File: config.mk
export PLATFORM = sky130hd
export DESIGN_NAME = rr_onehot_arb
export DESIGN_NICKNAME = d
export VERILOG_FILES = /design/src/rtl/rr_onehot_arb.sv
export SDC_FILE = /design/constraint.sdc
export NUM_CORES = 1
export LEC_CHECK = 0
export BUFFER_PORTS_ARGS = -buffer_cell sky130_fd_sc_hd__buf_2
export CORE_AREA = 2 2 39 41
export CTS_CLUSTER_SIZE = 20
export DETAILED_ROUTE_END_ITERATION = 10
export DIE_AREA = 0 0 41 43
export GPL_TIMING_DRIVEN = 1
export PLACE_DENSITY = 0.61
export SLEW_MARGIN = 0
export SYNTH_ARGS = -nofsm -noshare
export SYNTH_HDL_FRONTEND = slang
export SYNTH_SLANG_ARGS = --single-unit
export TNS_END_PERCENT = 20
File: constraint.sdc
create_clock -name clk -period 4.05 [get_ports clk]
set_input_delay 0.2025 -clock clk [delete_from_list [all_inputs] [get_ports clk]]
set_output_delay 0.2025 -clock clk [all_outputs]
set_load 0.03 [all_outputs]
File: src/rtl/rr_onehot_arb.sv
// Purpose: round-robin arbiter, registered one-hot grant with binary index (optional RR_ONEHOT_ARB_CHK_EN self-check adds err).
// Latency: 1 cycle from req to gnt_vld; back-to-back grants on handshake with no bubble.
// Backpressure: grant held stable while gnt_vld & !gnt_rdy; pointer advances only on handshake.
module rr_onehot_arb #(
    parameter int N  = 4,
    parameter int IW = $clog2(N)
) (
    input  logic          clk,
    input  logic          rst,
    input  logic [N-1:0]  req,
    output logic [N-1:0]  gnt,
    output logic          gnt_vld,
    input  logic          gnt_rdy,
    output logic [IW-1:0] gnt_idx
`ifdef RR_ONEHOT_ARB_CHK_EN
   ,output logic          err
`endif
);

    typedef enum logic {IDLE = 1'b0, HOLD = 1'b1} state_t;

    state_t        state_q, state_d;
    logic [N-1:0]  gnt_q,   gnt_d;
    logic [IW-1:0] idx_q,   idx_d;
    logic [IW-1:0] ptr_q,   ptr_d;
    logic          hs;
    logic          win_found;
    logic [IW-1:0] win_idx;

    // Handshake only exists while a grant is being offered; rdy in IDLE is ignored.
    always_comb begin
        hs = (state_q == HOLD) && gnt_rdy;
    end

    // Pointer moves one past the accepted winner so the scan for a same-cycle reload already uses it.
    always_comb begin
        ptr_d = ptr_q;
        if (hs) begin
            ptr_d = (idx_q == IW'(N - 1)) ? '0 : idx_q + IW'(1);
        end
    end

    // Round-robin scan: lowest offset from ptr_d with a set request wins (descending loop keeps the nearest).
    always_comb begin
        int pos;
        win_found = 1'b0;
        win_idx   = '0;
        pos       = 0;
        for (int k = N - 1; k >= 0; k--) begin
            pos = int'(ptr_d) + k;
            if (pos >= N) begin
                pos = pos - N;
            end
            if (req[IW'(pos)]) begin
                win_found = 1'b1;
                win_idx   = IW'(pos);
            end
        end
    end

    // Next-state and grant load: IDLE loads on any request; HOLD keeps the grant until handshake.
    always_comb begin
        state_d = state_q;
        gnt_d   = gnt_q;
        idx_d   = idx_q;
        case (state_q)
            IDLE: begin
                if (win_found) begin
                    state_d        = HOLD;
                    gnt_d          = '0;
                    gnt_d[win_idx] = 1'b1;
                    idx_d          = win_idx;
                end
            end
            HOLD: begin
                if (hs) begin
                    if (win_found) begin
                        gnt_d          = '0;
                        gnt_d[win_idx] = 1'b1;
                        idx_d          = win_idx;
                    end else begin
                        state_d = IDLE;
                        gnt_d   = '0;
                        idx_d   = '0;
                    end
                end
            end
            default: begin
                state_d = IDLE;
                gnt_d   = '0;
                idx_d   = '0;
            end
        endcase
    end

    // State registers; reset drops any grant in flight without a handshake.
    always_ff @(posedge clk) begin
        if (rst) begin
            state_q <= IDLE;
            gnt_q   <= '0;
            idx_q   <= '0;
            ptr_q   <= '0;
        end else begin
            state_q <= state_d;
            gnt_q   <= gnt_d;
            idx_q   <= idx_d;
            ptr_q   <= ptr_d;
        end
    end

    assign gnt     = gnt_q;
    assign gnt_vld = (state_q == HOLD);
    assign gnt_idx = idx_q;

`ifdef RR_ONEHOT_ARB_CHK_EN
    logic err_q;
    logic bad_grant;

    // A valid grant must have exactly one bit set and that bit must match the index.
    always_comb begin
        bad_grant = 1'b0;
        if (gnt_vld) begin
            bad_grant = ($countones(gnt_q) != 1) || (gnt_q != (N'(1) << idx_q));
        end
    end

    // Sticky error flag, cleared only by reset.
    always_ff @(posedge clk) begin
        if (rst) begin
            err_q <= 1'b0;
        end else if (bad_grant) begin
            err_q <= 1'b1;
        end
    end

    assign err = err_q;
`endif

endmodule

; Word-level counts from Yosys, hierarchy flattened
; Index checks and enable logic that the tools add are counted.
; Widths: inputs -> output; s select.
[op_classes]
addsub = 8
n_mul = 0
n_div = 0
n_lt_le_gt_ge = 10
eq_ne = 3
shifts = 0
mux = 39
n_bitwise = 1
reduce_logical = 3
[ops]
columns = operator, count
row1 = $mux 2, 13
row2 = $lt 2x4->1 const B, 4
row3 = $mux 1, 15
row4 = $mux 4, 3
row5 = $ge 3x3->1 const B, 3
row6 = $bmux 1 s2, 4
row7 = $pmux 4 s2, 1
row8 = $sub 2x1->2 const B, 4
row9 = $add 2x2->3 const B, 2
row10 = $pmux 2 s2, 1
row11 = $add 2x1->3 const B, 1
row12 = $ge 2x3->1 const B, 1
row13 = $lt 2x3->1 const B, 1
row14 = $add 2x1->2 const B, 1
row15 = $demux 1 s2, 1
row16 = $eq 2x2->1 const B, 1
row17 = $ge 2x1->1 const B, 1
row18 = $logic_and 1x1->1, 2
row19 = $ne 2x1->1 const B, 1
row20 = $ne 2x2->1 const B, 1
row21 = $pmux 1 s2, 1
row22 = $reduce_and 2->1, 1
row23 = $not 1->1, 1
[totals]
register_bits = 9
latch_bits = 0
ram_bits = 0
romBits = 0
input_bits = 7
output_inout_bits = 7
wordCells = 68
n_memories = 0

; Depth between registers and ports, before layout
[depth]
word_depth = 20
depth_mapped = 7
mapped_depth_nobuf = 7

; Worst setup path before layout
; No wires, ideal clock.
[synth_path]
path_kind = register to register
start = reg state_q (netlist: gnt_vld)
end = reg gnt_q[1] (netlist: gnt[1])
arrival_ps = 1983
required_ps = 3981
setup_slack_ps = 1998
path_stages_with_launch = 7
path_buffers = 0
period_less_slack_ps = 2052
cell_sequence = dfxtp_1 > nand2_2 > mux2i_2 > or4_1 > and3_4 > or3_4 > o21ai_1
[synth_via]
elab_chain_len = 19
[synth_lines]
columns = item, line
row1 = start: declaration, 22  ; state_t state_q, state_d;
row2 = start signal: assignment, 104  ; state_q <= state_d;
row3 = $logic_and 1x1->1, 32  ; hs = (state_q == HOLD) && gnt_rdy;
row4 = $mux 2, 38  ; if (hs) begin
row5 = $add 2x2->3, 50  ; pos = int'(ptr_d) + k;
row6 = $ge 3x3->1 / $sub 2x1->2 (equally long branches), "51, 52"
row7 = $mux 2, 51  ; if (pos >= N) begin
row8 = $bmux 1 s2, 54  ; if (req[IW'(pos)]) begin
row9 = $mux 1 (not written as such) (2 in series), 54
row10 = $mux 2 (4 in series), 54
row11 = $lt 2x3->1 (not written as such) / $ge 2x1->1 (equally long branches), "71, 79"
row12 = $logic_and 1x1->1 (not written as such), "71, 79"
row13 = $mux 1 (not written as such), "71, 79"
row14 = $demux 1 s2, "71, 79"
row15 = $mux 4, 77  ; if (win_found) begin
row16 = $mux 4, 76  ; if (hs) begin
row17 = $pmux 4 s2, 66  ; case (state_q)
row18 = end signal: assignment, 105  ; gnt_q <= gnt_d;
row19 = end: declaration, 23  ; logic [N-1:0] gnt_q, gnt_d;
; Parallel ways exist; a longest one is shown, timed or not. The select of a mux whose other input is x is not followed.
; A chain may end at the register's enable or synchronous reset.

; Final worst setup path
[layout_path]
start = reg idx_q[0] (netlist: gnt_idx[0])
end = reg gnt_q[1] (netlist: gnt[1])
[layout_via]
elab_chain_len = 20
[layout_lines]
columns = item, line
row1 = start: declaration, 24  ; logic [IW-1:0] idx_q, idx_d;
row2 = start signal: assignment, 106  ; idx_q <= idx_d;
row3 = $add 2x1->2 / $eq 2x2->1 (equally long branches), 39  ; ptr_d = (idx_q == IW'(N - 1)) ? '0 : idx_q + IW'(1);
row4 = $mux 2 (*), 39
row5 = $mux 2 (*), 38
row6 = $add 2x2->3, 50
row7 = $ge 3x3->1 / $sub 2x1->2 (equally long branches), "51, 52"
row8 = $mux 2, 51
row9 = $bmux 1 s2, 54
row10 = $mux 1 (not written as such) (2 in series), 54
row11 = $mux 2 (4 in series), 54
row12 = $lt 2x3->1 (not written as such) / $ge 2x1->1 (equally long branches), "71, 79"
row13 = $logic_and 1x1->1 (not written as such), "71, 79"
row14 = $mux 1 (not written as such), "71, 79"
row15 = $demux 1 s2, "71, 79"
row16 = $mux 4, 77
row17 = $mux 4, 76
row18 = $pmux 4 s2, 66
; Mark *: on every way between the ends. The rest lies on a longest branch, timed or not. The select of a mux whose other input is x is not followed.

==> flow_summary.ini <==
[grt]
antenna_found_initial = 0
met3_usage_pct = 4.71
grt_most_used_layer = met2
use_met1_pct = 17.4
grtUsageMet2_pct = 17.5
grt_pass1_vias = 374
grt_overflow_total = 0
grt_max_degree = 10
grt_pass1_wl_um = 1530
grt_usage_pct = 13.8

[sta]
timing.final.hold_violations = 0
drv_slew = 0
fin_skew_ns = 0.00594
hold_ws_ns = 0.221
rsz0062_at_grt = false
slew_headroom_pct = 67.7
setup_tns_ns = 0
finalCritPeriodShare_pct = 49.2
fin_crit_ns = 1.99
timing.fmax_ghz = 0.502
tightestPinTransition_ns = 0.479
worst_slack_ns = 2.06
setup_violations = 0

[worst_setup_path]
worst_ep_required_time_ns = 4.24
worstPathArrival_ns = 2.19
r2r_end = gnt[1]$_SDFFE_PP0P_
r2r-start = gnt_idx[0]$_SDFFE_PP0P_
worst_setup_path_end_kind = register
critical_path_class = register to register
path_max_fanout = 8
worstSetupStartpointType = register
rrSetupSlack_ns = 2.06
r2r_cells = 6

[yosys]
synthDominantCellAreaShare_pct = 40.0
synth_area_um2 = 450
synth-edff-count = 0
syn_nets = 59
synth_cell_types = 25
async_flop_share_pct = 0
synth.avg_cell_area_um2 = 8.83
yosysSeqAreaShare_pct = 40.0
synth_top_area_cell = dfxtp_1
synth_area_leaders = dfxtp_1, nor2_1, mux2i_1, nand2_1, a2bb2oi_1
ys.flop_type = dfxtp_1
synth_common_cells = dfxtp_1, nor2_1, nand2_1, inv_1
ys_warn_count = 0
syn_inst = 51
synth_seq_cells = 9

[die]
initial_core_util_pct = 32.5
die_x_um = 41
pin_count = 14
core_area_mm2 = 0.00138
die_h_um = 43
die-area_mm2 = 0.00176
placementRows = 14

[clock_network]
h-tree-depth = 1
clock_path_buffers = 2
clk_pin_slew_ns = 0.06
post-cts-setup-buffers = 0
cts-root-buf = clkbuf_4
clkLatencyLatePin_ns = 0.26
tritoncts = built
cts_hold_buf = 0
cts_num_sinks = 9
cts_resized = 0
numCtsBuffers = 3

[power]
p_leak_nw = 0.264
power_density_mw_per_mm2 = 404
vdd_ir_drop_max_mv = 0.171

[final_layout]
diodes = 0
nets = 76
fillerInstances = 157
drive_gt1_share_pct = 32.8
final_area_um2 = 558
area_growth_pct = 23.9

[place]
dpl.hpwl_um = 704
place_ws_ns = 2.07
dpl_cell_area_um2 = 532
io_buffers = 13
gp_congestion = 0.760

[min_path]
worstHoldEndpoint = gnt_idx[0]$_SDFFE_PP0P_
hp-class = input pin to register
worstHoldStart = rst
holdPathStages = 2

[run]
maxCapViolations = 0

[route]
drt-initial-drc-count = 5
viasPerCell = 5.10
routedWlPerCell_um = 10.8
drc = 0
vias = 423
ant_nets = 0
drt_wl_total_um = 893
first_pass_iters = 3

[status]
status = finished, final reports clean
power breakdown:
| group | internal (mW) | total, mW | switching (mW) |
|---|---|---|---|
| combinational | 0.0226 | 0.0564 | 0.0338 |
| clock | 0.0380 | 0.0698 | 0.0318 |
| sequential | 0.0953 | 0.0993 | 0.00396 |
| total | 0.156 | 0.225 | 0.0696 |
cells in the final DEF (no fill, tap or decap):
cell type / synthesis / layout
o221ai_1: 1 / 1
ha_1: 1 / 1
buf_2: 0 / 13
mux2i_1: 2 / 2
nand2_1: 5 / 5
a41oi_1: 1 / 1
clkbuf_1: 1 / 1
a2bb2oi_1: 2 / 2
a31oi_1: 2 / 2
or4_1: 1 / 1
o221a_2: 1 / 1
or3_4: 1 / 1
nor2b_1: 1 / 1
nor2_1: 9 / 9
dfxtp_1: 9 / 9
inv_1: 3 / 3
nand2b_1: 1 / 1
mux2i_2: 1 / 1
nand2_2: 1 / 1
o21ai_1: 1 / 1
and3_4: 1 / 1
a22oi_1: 1 / 1
o21ai_0: 1 / 1
o21ai_2: 1 / 1
clkbuf_4: 0 / 3
nand3_1: 1 / 1
a32oi_1: 2 / 2
metal layers:
layer,share of wire (%),vias up
met3,4.0,4
met2,44,12
li1,-,218
met1,48,189
met4,4.3,0
met5,0,-
per-stage QoR:
| step | power (mW) | utilization, % | std cells |
|---|---|---|---|
| after floorplan | 0.144 | - | 51 |
| after global placement | 0.158 | 38.4 | 79 |
| after detailed placement | 0.158 | 38.4 | 79 |
| after CTS | 0.229 | 40.3 | 83 |
| after global routing | 0.242 | 40.3 | 83 |
| final | 0.225 | 40.3 | 83 |
worst max-delay path, cell delays in order, from the launching register on:
cell,delay [ns]
dfxtp_1,0.34
ha_1,0.30
mux2i_2,0.14
or4_1,0.48
and3_4,0.19
or3_4,0.37
o21ai_1,0.11
sequential cells by signal, summed over array words and instances (netlist names):
register	count
gnt	4
ptr_q	2
gnt_vld	1
gnt_idx	2
area by class of cell:
class | count | area (um^2) | share of cell area, %
tap | 16 | 20.0 | 3.59
multi-input combinational | 38 | 255 | 45.7
inverter | 3 | 11.3 | 2.02
sequential | 9 | 180 | 32.3
clock buffer | 4 | 26.3 | 4.71
timing repair buffer | 13 | 65.1 | 11.7
logic make-up after synthesis:
logic type	Yosys count	synth area share, %
compound gates	13	22.8
fa+ha+maj	1	2.78
flops	9	40.0
mux	3	7.50
simple gates	21	23.6
buf+inv	4	3.33
how the worst max path moves through the flow:
stage | from | end | depth (start not counted) | slack [ns]
after floorplan | gnt_vld$_SDFF_PP0_ | gnt[1]$_SDFFE_PP0P_ | 6 | 2.00
after global placement | gnt_idx[0]$_SDFFE_PP0P_ | gnt[1]$_SDFFE_PP0P_ | 6 | 2.09
after detailed placement | gnt_idx[0]$_SDFFE_PP0P_ | gnt[1]$_SDFFE_PP0P_ | 6 | 2.07
after CTS | gnt_idx[0]$_SDFFE_PP0P_ | gnt[1]$_SDFFE_PP0P_ | 6 | 2.05
after global routing | gnt_idx[0]$_SDFFE_PP0P_ | gnt[1]$_SDFFE_PP0P_ | 7 | 1.91
final | gnt_idx[0]$_SDFFE_PP0P_ | gnt[1]$_SDFFE_PP0P_ | 6 | 2.06
Power figures use the tool's default switching activity.
